[config.mk]
export PLATFORM = sky130hd
export DESIGN_NAME = spi_req_scheduler_flat
export DESIGN_NICKNAME = d
export VERILOG_FILES = /design/src/rtl/spi_req_scheduler_if.sv /design/src/rtl/spi_req_scheduler.sv /design/src/flat_wrapper.sv
export SDC_FILE = /design/constraint.sdc
export NUM_CORES = 1
export LEC_CHECK = 0
export BUFFER_PORTS_ARGS = -buffer_cell sky130_fd_sc_hd__buf_2
export CORE_ASPECT_RATIO = 1.1
export CORE_MARGIN = 2
export CORE_UTILIZATION = 30
export CTS_CLUSTER_DIAMETER = 30
export DETAILED_ROUTE_END_ITERATION = 8
export HOLD_SLACK_MARGIN = 0.08
export SYNTH_ARGS = -nofsm -noshare
export SYNTH_HDL_FRONTEND = slang
export SYNTH_SLANG_ARGS = --single-unit
[constraint.sdc]
create_clock -name clk -period 3 [get_ports clk]
set_input_delay 0.6 -clock clk [delete_from_list [all_inputs] [get_ports clk]]
set_output_delay 0.6 -clock clk [all_outputs]
set_load 0.005 [all_outputs]
[src/rtl/spi_req_scheduler_if.sv]
// Requester and SPI-master signals shared by the round-robin SPI request scheduler.
// Pure wiring, no latency; requesters hold req until done (level handshake).
// The scheduler uses the slave modport; clients and the SPI master side use master.
interface spi_req_scheduler_if #(
    parameter int NREQ = 4,
    parameter int DW   = 8
);
    logic [NREQ-1:0]    req;
    logic [NREQ*DW-1:0] req_data;
    logic [NREQ*3-1:0]  req_mode;
    logic [NREQ-1:0]    grant;
    logic [NREQ-1:0]    done;
    logic               err;
    logic [DW-1:0]      rx_data;
    logic               busy;
    logic               m_enable;
    logic [DW-1:0]      m_data;
    logic [2:0]         m_mode;
    logic               m_le;
    logic               m_te;
    logic               m_miso;

    modport master (
        output req, req_data, req_mode, m_le, m_te, m_miso,
        input  grant, done, err, rx_data, busy, m_enable, m_data, m_mode
    );

    modport slave (
        input  req, req_data, req_mode, m_le, m_te, m_miso,
        output grant, done, err, rx_data, busy, m_enable, m_data, m_mode
    );
endinterface

[src/rtl/spi_req_scheduler.sv]
// Round-robin scheduler sharing one SPI master among NREQ requesters; SPI_GAP_EN adds a deselect gap.
// Latency: req in IDLE -> m_enable 2 cycles later; done 1 cycle after the DW-th sample edge.
// Backpressure: requesters hold req until their done pulse; the bus stays busy until DONE (or GAP) ends.
module spi_req_scheduler #(
    parameter int NREQ    = 4,
    parameter int DW      = 8,
    parameter int TMO_CYC = 1023,
    parameter int GAP_CYC = 4
) (
    input  logic               clk,
    input  logic               reset,
    spi_req_scheduler_if.slave bus
);
    localparam int PW = (NREQ > 1) ? $clog2(NREQ) : 1;
    localparam int BW = $clog2(DW + 1);

    generate
        if (NREQ < 2 || NREQ > 8 || GAP_CYC < 1 || TMO_CYC > 1023) begin : g_param_chk
            $error("spi_req_scheduler: parameter out of range");
        end
    endgenerate

`ifdef SPI_GAP_EN
    localparam int GW = $clog2(GAP_CYC + 1);
    typedef enum logic [2:0] {S_IDLE, S_ARB, S_LOAD, S_XFER, S_DONE, S_GAP} state_t;
    logic [GW-1:0] gap_cnt;
`else
    typedef enum logic [2:0] {S_IDLE, S_ARB, S_LOAD, S_XFER, S_DONE} state_t;
`endif

    state_t          state, state_nxt;
    logic [PW-1:0]   rr_ptr, owner, pick_idx;
    logic            pick_vld;
    logic [NREQ-1:0] grant_q;
    logic [DW-1:0]   m_data_q, rx_data_q, shreg;
    logic [2:0]      m_mode_q;
    logic [BW-1:0]   bit_cnt;
    logic [9:0]      tmo_cnt;
    logic            tmo_flag;
    logic            samp, last_bit, tmo_hit;

    // Descending scan so the lowest offset from rr_ptr is written last and wins.
    always_comb begin
        pick_vld = 1'b0;
        pick_idx = '0;
        for (int i = NREQ - 1; i >= 0; i--) begin
            if (bus.req[(int'(rr_ptr) + i) % NREQ]) begin
                pick_vld = 1'b1;
                pick_idx = PW'((int'(rr_ptr) + i) % NREQ);
            end
        end
    end

    assign samp     = (state == S_XFER) && (m_mode_q[0] ? bus.m_te : bus.m_le);
    assign last_bit = samp && (bit_cnt == BW'(DW - 1));
    assign tmo_hit  = (state == S_XFER) && (tmo_cnt == 10'(TMO_CYC));

    always_ff @(posedge clk) begin
        if (reset) state <= S_IDLE;
        else       state <= state_nxt;
    end

    always_comb begin
        state_nxt = state;
        case (state)
            S_IDLE:  if (|bus.req) state_nxt = S_ARB;
            S_ARB:   state_nxt = pick_vld ? S_LOAD : S_IDLE;
            S_LOAD:  state_nxt = S_XFER;
            S_XFER:  if (last_bit || tmo_hit) state_nxt = S_DONE;
`ifdef SPI_GAP_EN
            S_DONE:  state_nxt = S_GAP;
            S_GAP:   if (gap_cnt == GW'(GAP_CYC - 1)) state_nxt = S_IDLE;
`else
            S_DONE:  state_nxt = S_IDLE;
`endif
            default: state_nxt = S_IDLE;
        endcase
    end

    always_comb begin
        bus.m_enable = (state == S_LOAD) || (state == S_XFER);
        bus.busy     = (state != S_IDLE) && (state != S_ARB);
        bus.done     = (state == S_DONE) ? grant_q : '0;
        bus.err      = (state == S_DONE) && tmo_flag;
    end

    always_ff @(posedge clk) begin
        if (reset) begin
            rr_ptr    <= '0;
            owner     <= '0;
            grant_q   <= '0;
            m_data_q  <= '0;
            m_mode_q  <= '0;
            rx_data_q <= '0;
            shreg     <= '0;
            bit_cnt   <= '0;
            tmo_cnt   <= '0;
            tmo_flag  <= 1'b0;
`ifdef SPI_GAP_EN
            gap_cnt   <= '0;
`endif
        end else begin
            case (state)
                S_ARB: begin
                    if (pick_vld) begin
                        owner    <= pick_idx;
                        grant_q  <= NREQ'(1) << pick_idx;
                        m_data_q <= bus.req_data[int'(pick_idx)*DW +: DW];
                        m_mode_q <= bus.req_mode[int'(pick_idx)*3 +: 3];
                    end
                end
                S_LOAD: begin
                    bit_cnt  <= '0;
                    tmo_cnt  <= '0;
                    shreg    <= '0;
                    tmo_flag <= 1'b0;
                end
                S_XFER: begin
                    tmo_cnt <= tmo_cnt + 10'd1;
                    if (samp) begin
                        shreg   <= {shreg[DW-2:0], bus.m_miso};
                        bit_cnt <= bit_cnt + BW'(1);
                    end
                    // A completing sample beats a same-cycle timeout.
                    if (last_bit) begin
                        rx_data_q <= {shreg[DW-2:0], bus.m_miso};
                    end else if (tmo_hit) begin
                        rx_data_q <= '0;
                        tmo_flag  <= 1'b1;
                    end
                end
                S_DONE: begin
                    grant_q <= '0;
                    rr_ptr  <= (owner == PW'(NREQ - 1)) ? '0 : owner + PW'(1);
`ifdef SPI_GAP_EN
                    gap_cnt <= '0;
                end
                S_GAP: begin
                    gap_cnt <= gap_cnt + GW'(1);
`endif
                end
                default: ;
            endcase
        end
    end

    assign bus.grant   = grant_q;
    assign bus.m_data  = m_data_q;
    assign bus.m_mode  = m_mode_q;
    assign bus.rx_data = rx_data_q;
endmodule

[src/flat_wrapper.sv]
// flat-port wrapper written by rule: the top's interface ports become plain ports
module spi_req_scheduler_flat 
#(
    parameter int NREQ    = 4,
    parameter int DW      = 8,
    parameter int TMO_CYC = 1023,
    parameter int GAP_CYC = 4
)
  (clk, reset, bus_req, bus_req_data, bus_req_mode, bus_m_le, bus_m_te, bus_m_miso, bus_grant, bus_done, bus_err, bus_rx_data, bus_busy, bus_m_enable, bus_m_data, bus_m_mode);
  spi_req_scheduler_if #(.NREQ(NREQ), .DW(DW)) bus_i ();
  input  logic clk;
  input  logic reset;
  input wire logic [$bits(bus_i.req)-1:0] bus_req;
  input wire logic [$bits(bus_i.req_data)-1:0] bus_req_data;
  input wire logic [$bits(bus_i.req_mode)-1:0] bus_req_mode;
  input wire logic [$bits(bus_i.m_le)-1:0] bus_m_le;
  input wire logic [$bits(bus_i.m_te)-1:0] bus_m_te;
  input wire logic [$bits(bus_i.m_miso)-1:0] bus_m_miso;
  output wire logic [$bits(bus_i.grant)-1:0] bus_grant;
  output wire logic [$bits(bus_i.done)-1:0] bus_done;
  output wire logic [$bits(bus_i.err)-1:0] bus_err;
  output wire logic [$bits(bus_i.rx_data)-1:0] bus_rx_data;
  output wire logic [$bits(bus_i.busy)-1:0] bus_busy;
  output wire logic [$bits(bus_i.m_enable)-1:0] bus_m_enable;
  output wire logic [$bits(bus_i.m_data)-1:0] bus_m_data;
  output wire logic [$bits(bus_i.m_mode)-1:0] bus_m_mode;
  assign bus_i.req = bus_req;
  assign bus_i.req_data = bus_req_data;
  assign bus_i.req_mode = bus_req_mode;
  assign bus_i.m_le = bus_m_le;
  assign bus_i.m_te = bus_m_te;
  assign bus_i.m_miso = bus_m_miso;
  assign bus_grant = bus_i.grant;
  assign bus_done = bus_i.done;
  assign bus_err = bus_i.err;
  assign bus_rx_data = bus_i.rx_data;
  assign bus_busy = bus_i.busy;
  assign bus_m_enable = bus_i.m_enable;
  assign bus_m_data = bus_i.m_data;
  assign bus_m_mode = bus_i.m_mode;
  spi_req_scheduler #(.NREQ(NREQ), .DW(DW), .TMO_CYC(TMO_CYC), .GAP_CYC(GAP_CYC)) u_core (.clk(clk), .reset(reset), .bus(bus_i));
endmodule
==> results_dict.tcl, run 1 <==
set metrics [dict create \
    ir_drop_mv 0.216 \
    seq_power_share_pct 51.0 \
    fin_crit_ps 2480 \
    worst_pin_slew_ps 705 \
    relSlewSlack_pct 52.9 \
    syn_nets 345 \
    fp.coreArea_um2 8450 \
    vias 2387 \
    finalNetCount 419 \
    num_io_pins 83 \
    clk_pin_slew_ps 100 \
    yosysWarnings 0 \
    ant_nets 0 \
    synth_edf_count 0 \
    grt_max_degree 52 \
    cp_data_arrival_time_ps 1880 \
    grt_pass1_vias 2224 \
    antenna_found_initial 0 \
    cp-end-kind "output port" \
    setup_viol 0 \
    area_growth_pct 22.5 \
    path_class "flip-flop to output port" \
    synth_seq_cells 52 \
    power_frac_comb_pct 13.9 \
    drive_gt1_share_pct 31.3 \
    clockPowerShare_pct 35.1 \
    viasPerCell 5.03 \
    ctsHoldBuffers 0 \
    drc 0 \
    fin_ws_ps 518 \
    synthArstFlopShare_pct 0 \
    cts_tree "built" \
    synth.most_common_cell "dfxtp_1" \
    path_max_fanout 19 \
    setup_tns_ps 0 \
    finalNonFillerCells 475 \
    ys_seq_area_share_pct 39.7 \
    first_iter_violations 67 \
    insertedDiodeCount 0 \
    clock-skew-final_ps 5.67 \
    hpwl_um 4550 \
    syn_area_um2 2620 \
    avgSynthCellArea_um2 9.07 \
    yosys.area.top_type_share_pct 39.7 \
    grt_use_total_pct 13.3 \
    yosys.area.top_type "dfxtp_1" \
    hold_viol 0 \
    cts_max_level 2 \
    intPower_mw 1.05 \
    pre_cts_slack_ps 658 \
    p_leak_nw 1.43 \
    io_buffers 82 \
    synth-main-ff-cell "dfxtp_1" \
    insertion_delay_ps 320 \
    yosys-top-cells-count "dfxtp_1 (52), nor2_1 (39), mux2i_1 (24)" \
    postLayoutCoreUtil_pct 38.0 \
    p_sw_mw 0.381 \
    synth.area.top_cells "dfxtp_1 (40%), mux2i_1 (9.2%), o221ai_2 (6.3%)" \
    num_rows 35 \
    die_w_um 93.1 \
    drv_cap 0 \
    syn_inst 289 \
    avgRoutedWirePerCell_um 13.6 \
    die_area_um2 9500 \
    power.total_mw 1.43 \
    post_cts_buffers 0 \
    period_share_pct 82.7 \
    maxSlewViolCount 0 \
    hp-class "flip-flop to flip-flop" \
    first_pass_iters 4 \
    p_per_area_nw_per_um2 447 \
    start_util_pct 31.0 \
    dp.cells 467 \
    rsz0062_at_grt "false" \
    start_kind "flip-flop" \
    root_buffer "clkbuf_8" \
    die_h_um 102 \
    status "finished clean" \
    place.gp.congestion 0.769 \
    sw_frac_of_total_pct 26.5 \
    grt_pass1_wl_um 10300 \
    ys_types 50 \
    cts_buffers 5 \
    critPathRequiredTime_ps 2400 \
    clock_sinks 52 \
    max-clock-path-buffers 2 \
    gr-total-overflow 0 \
    finalWirelength_um 6470 \
    fmax_ghz 0.403 \
    cts_resized 0 \
    reg2reg_slack_ps 750 \
]
cell usage in the layout, fill, tap and decap left out, types with 3 or more instances in the layout:
master    instances
and3_1            3
dfxtp_1          52
inv_1             6
a21oi_1          18
ha_1              3
mux2i_1          24
a22oi_1          18
nand2_1          13
nand3b_1         14
o221ai_2         11
nor2_1           39
or3_1             3
clkbuf_8          5
nand3_1          12
nand4_1           4
buf_4             4
nor3_1            5
and2_1            6
buf_2            82
o21ai_0           4
nand2b_1          3
cells by family after synthesis:
family | synth area share (%)
and+or+nand+nor | 23.8
buffers and inverters | 4.97
AOI/OAI and AO/OA | 19.3
muxes | 10.0
DFF | 39.7
xor gates and xnor gates | 0.669
adders and majority gates | 1.43
power by group through the flow:
stage | Clock (mW) | Sequential, mW | Combinational [mW]
floorplan | 0 | 0.739 | 0.131
global placement | 0 | 0.746 | 0.198
detailed placement | 0 | 0.746 | 0.203
CTS | 0.513 | 0.730 | 0.203
global route | 0.546 | 0.734 | 0.222
finish | 0.504 | 0.731 | 0.200
critical path: stages (launching register included):
cell	delay [ps]
dfxtp_1	530
nor3b_1	690
and2_1	230
buf_2	110
registers in the layout, summed over array words and instances, names as in the netlist:
register / cells
u_core.rr_ptr: 2
u_core.tmo_flag: 1
u_core.bus.rx_data: 8
u_core.bus.m_data: 8
u_core.owner: 2
u_core.bus.grant: 4
u_core.state: 3
u_core.tmo_cnt: 10
u_core.shreg: 7
u_core.bus.m_mode: 3
u_core.bit_cnt: 4
final timing paths:
path | from | endpoint | depth (start not counted)
min reg2reg | u_core.owner[1] | u_core.owner[1] | 2
max | u_core.state[0] | bus_done[0] | 3
max reg2reg | u_core.state[0] | u_core.shreg[6] | 6
min | u_core.owner[1] | u_core.owner[1] | 2
area by class of cell:
class / instances / area, um^2
inverters: 7 / 26.3
flip-flops and latches: 52 / 1040
clock buffers: 5 / 68.8
fillers: 865 / 5240
well taps: 111 / 139
multi-input cells: 211 / 1450
repair buffers: 86 / 440
clock inverters: 3 / 46.3
routing by layer:
layer / routed length (um) / vias up / GRT usage (%)
met3: 436 / 11 / 3.47
li1: - / 1204 / -
met4: 117 / 0 / 3.96
met1: 2950 / 1092 / 17.0
met2: 2960 / 80 / 22.2
met5: 0 / - / 0
through the flow:
| step | instance area (um^2) | hold slack, ps |
|---|---|---|
| detailed placement | 3100 | 464 |
| global placement | 3100 | 456 |
| finish | 3210 | 479 |
| global route | 3210 | 509 |
| floorplan | 2620 | 428 |
| CTS | 3210 | 479 |
Note: power is estimated with default switching activity, not from simulation.
==> inputs of run 2 (changes only) <==
- clock period: 3 -> 2.34 ns (I/O delays scaled with it)
==> results_dict.tcl, run 2 (synthesized netlist as in run 1, its figures left out) <==
set metrics [dict create \
    largest_register_ffs 10 \
    die_h_um 102 \
    ir_drop_mv 0.245 \
    path_class "flip-flop to output port" \
    register_area_um2 1040 \
    place.gp.congestion 0.781 \
    grt_use_total_pct 13.3 \
    avgRoutedWirePerCell_um 13.3 \
    pre_cts_slack_ps 306 \
    setup_viol 0 \
    p_leak_nw 1.46 \
    p_per_area_nw_per_um2 540 \
    clk_pin_slew_ps 100 \
    power.total_mw 1.76 \
    hold_viol 0 \
    fin_crit_ps 1830 \
    grt_pass1_wl_um 10300 \
    root_buffer "clkbuf_8" \
    cp_slowest_stage_delay_ps 410 \
    postLayoutCoreUtil_pct 38.5 \
    cp_cell_sequence "nor3b_1 -> buf_4 -> and2_1 -> buf_2" \
    fp.coreArea_um2 8450 \
    drive_gt1_share_pct 32.6 \
    first_pass_iters 4 \
    clock_sinks 52 \
    grt_use_met3_pct 2.43 \
    ant_nets 0 \
    multi_input_area_um2 1450 \
    clock-skew-final_ps 10.6 \
    hpwl_um 4750 \
    fin_ws_ps 511 \
    drc 0 \
    num_io_pins 83 \
    start_kind "flip-flop" \
    hp-class "primary input to flip-flop" \
    grt_pass1_vias 2224 \
    cp_top_family "flip-flops" \
    worst_pin_slew_ps 524 \
    die_w_um 93.1 \
    period_share_pct 78.2 \
    cts_buffers 5 \
    cts_max_level 2 \
    start_util_pct 31.0 \
    max-clock-path-buffers 2 \
    cts_resized 0 \
    rsz0062_at_grt "false" \
    post_cts_buffers 0 \
    grt_max_degree 36 \
    cp-end-kind "output port" \
    gr-total-overflow 0 \
    path_buf_inv 2 \
    cp_num_cells 4 \
    relSlewSlack_pct 65.0 \
    critPathRequiredTime_ps 1870 \
    cts_tree "built" \
    path_max_fanout 6 \
    drv_cap 0 \
    area_growth_pct 24.2 \
    io_buffers 82 \
    num_rows 35 \
    final_common_cell "buf_2" \
    hold-path-cell-count 3 \
    grt_busiest_layer "met2" \
    vias 2374 \
    insertedDiodeCount 0 \
    finalWirelength_um 6390 \
    antenna_found_initial 0 \
    first_iter_violations 108 \
    crit_slowest_cell "dfxtp_1" \
    largest_register "u_core.tmo_cnt" \
    viasPerCell 4.93 \
    met1_usage_pct 17.0 \
    worstRegToRegCells 6 \
    finalNetCount 426 \
    maxSlewViolCount 0 \
    status "finished clean" \
    setup_tns_ps 0 \
    insertion_delay_ps 310 \
    die_area_um2 9500 \
    fmax_ghz 0.547 \
    met2_usage_pct 22.9 \
    fillers 865 \
    ctsHoldBuffers 0 \
    cp_data_arrival_time_ps 1360 \
    final_cell_mix "buf_2 (82), dfxtp_1 (52), nor2_1 (39)" \
]
run 2: cell type report:
cell class                      instances  area share, %
Multi-Input combinational cell        211           44.5
Sequential cell                        52           32.0
Timing Repair Buffer                   93           15.5
Tap cell                              111           4.27
Clock buffer                            5           2.11
Inverter                                7          0.807
Clock inverter                          3          0.769
run 2: worst paths after layout:
| kind | to | slack, ps | start |
|---|---|---|---|
| max reg2reg | u_core.bus.rx_data[7] | 570 | u_core.tmo_cnt[0] |
| min reg2reg | u_core.owner[1] | 480 | u_core.owner[1] |
| min | u_core.shreg[0] | 420 | bus_m_miso |
| max | bus_err | 510 | u_core.state[2] |
run 2: per-stage QoR:
step,area (um^2),std cells,hold slack [ps]
2_1_floorplan,2620,289,428
5_1_grt,3250,482,431
3_5_place_dp,3160,474,467
4_1_cts,3250,482,411
6_report,3250,482,421
3_3_place_gp,3160,474,460
run 2: per-layer routing:
layer  up-vias  part of all wire [%]
met3        10                   4.8
met2        59                    49
met1      1092                    45
li1       1213                     -
met4         0                   1.7
met5         -                     0
run 2: power by group:
| group | leakage [nW] | switching (mW) | internal (mW) |
|---|---|---|---|
| clock network | 0.0452 | 0.329 | 0.219 |
| registers | 0.421 | 0.0208 | 0.911 |
| logic | 0.990 | 0.148 | 0.130 |
| total | 1.46 | 0.497 | 1.26 |
run 2: worst min-delay path: stages:
cell and delay (ps):
buf_2 90, a22oi_1 70, nor2_1 80
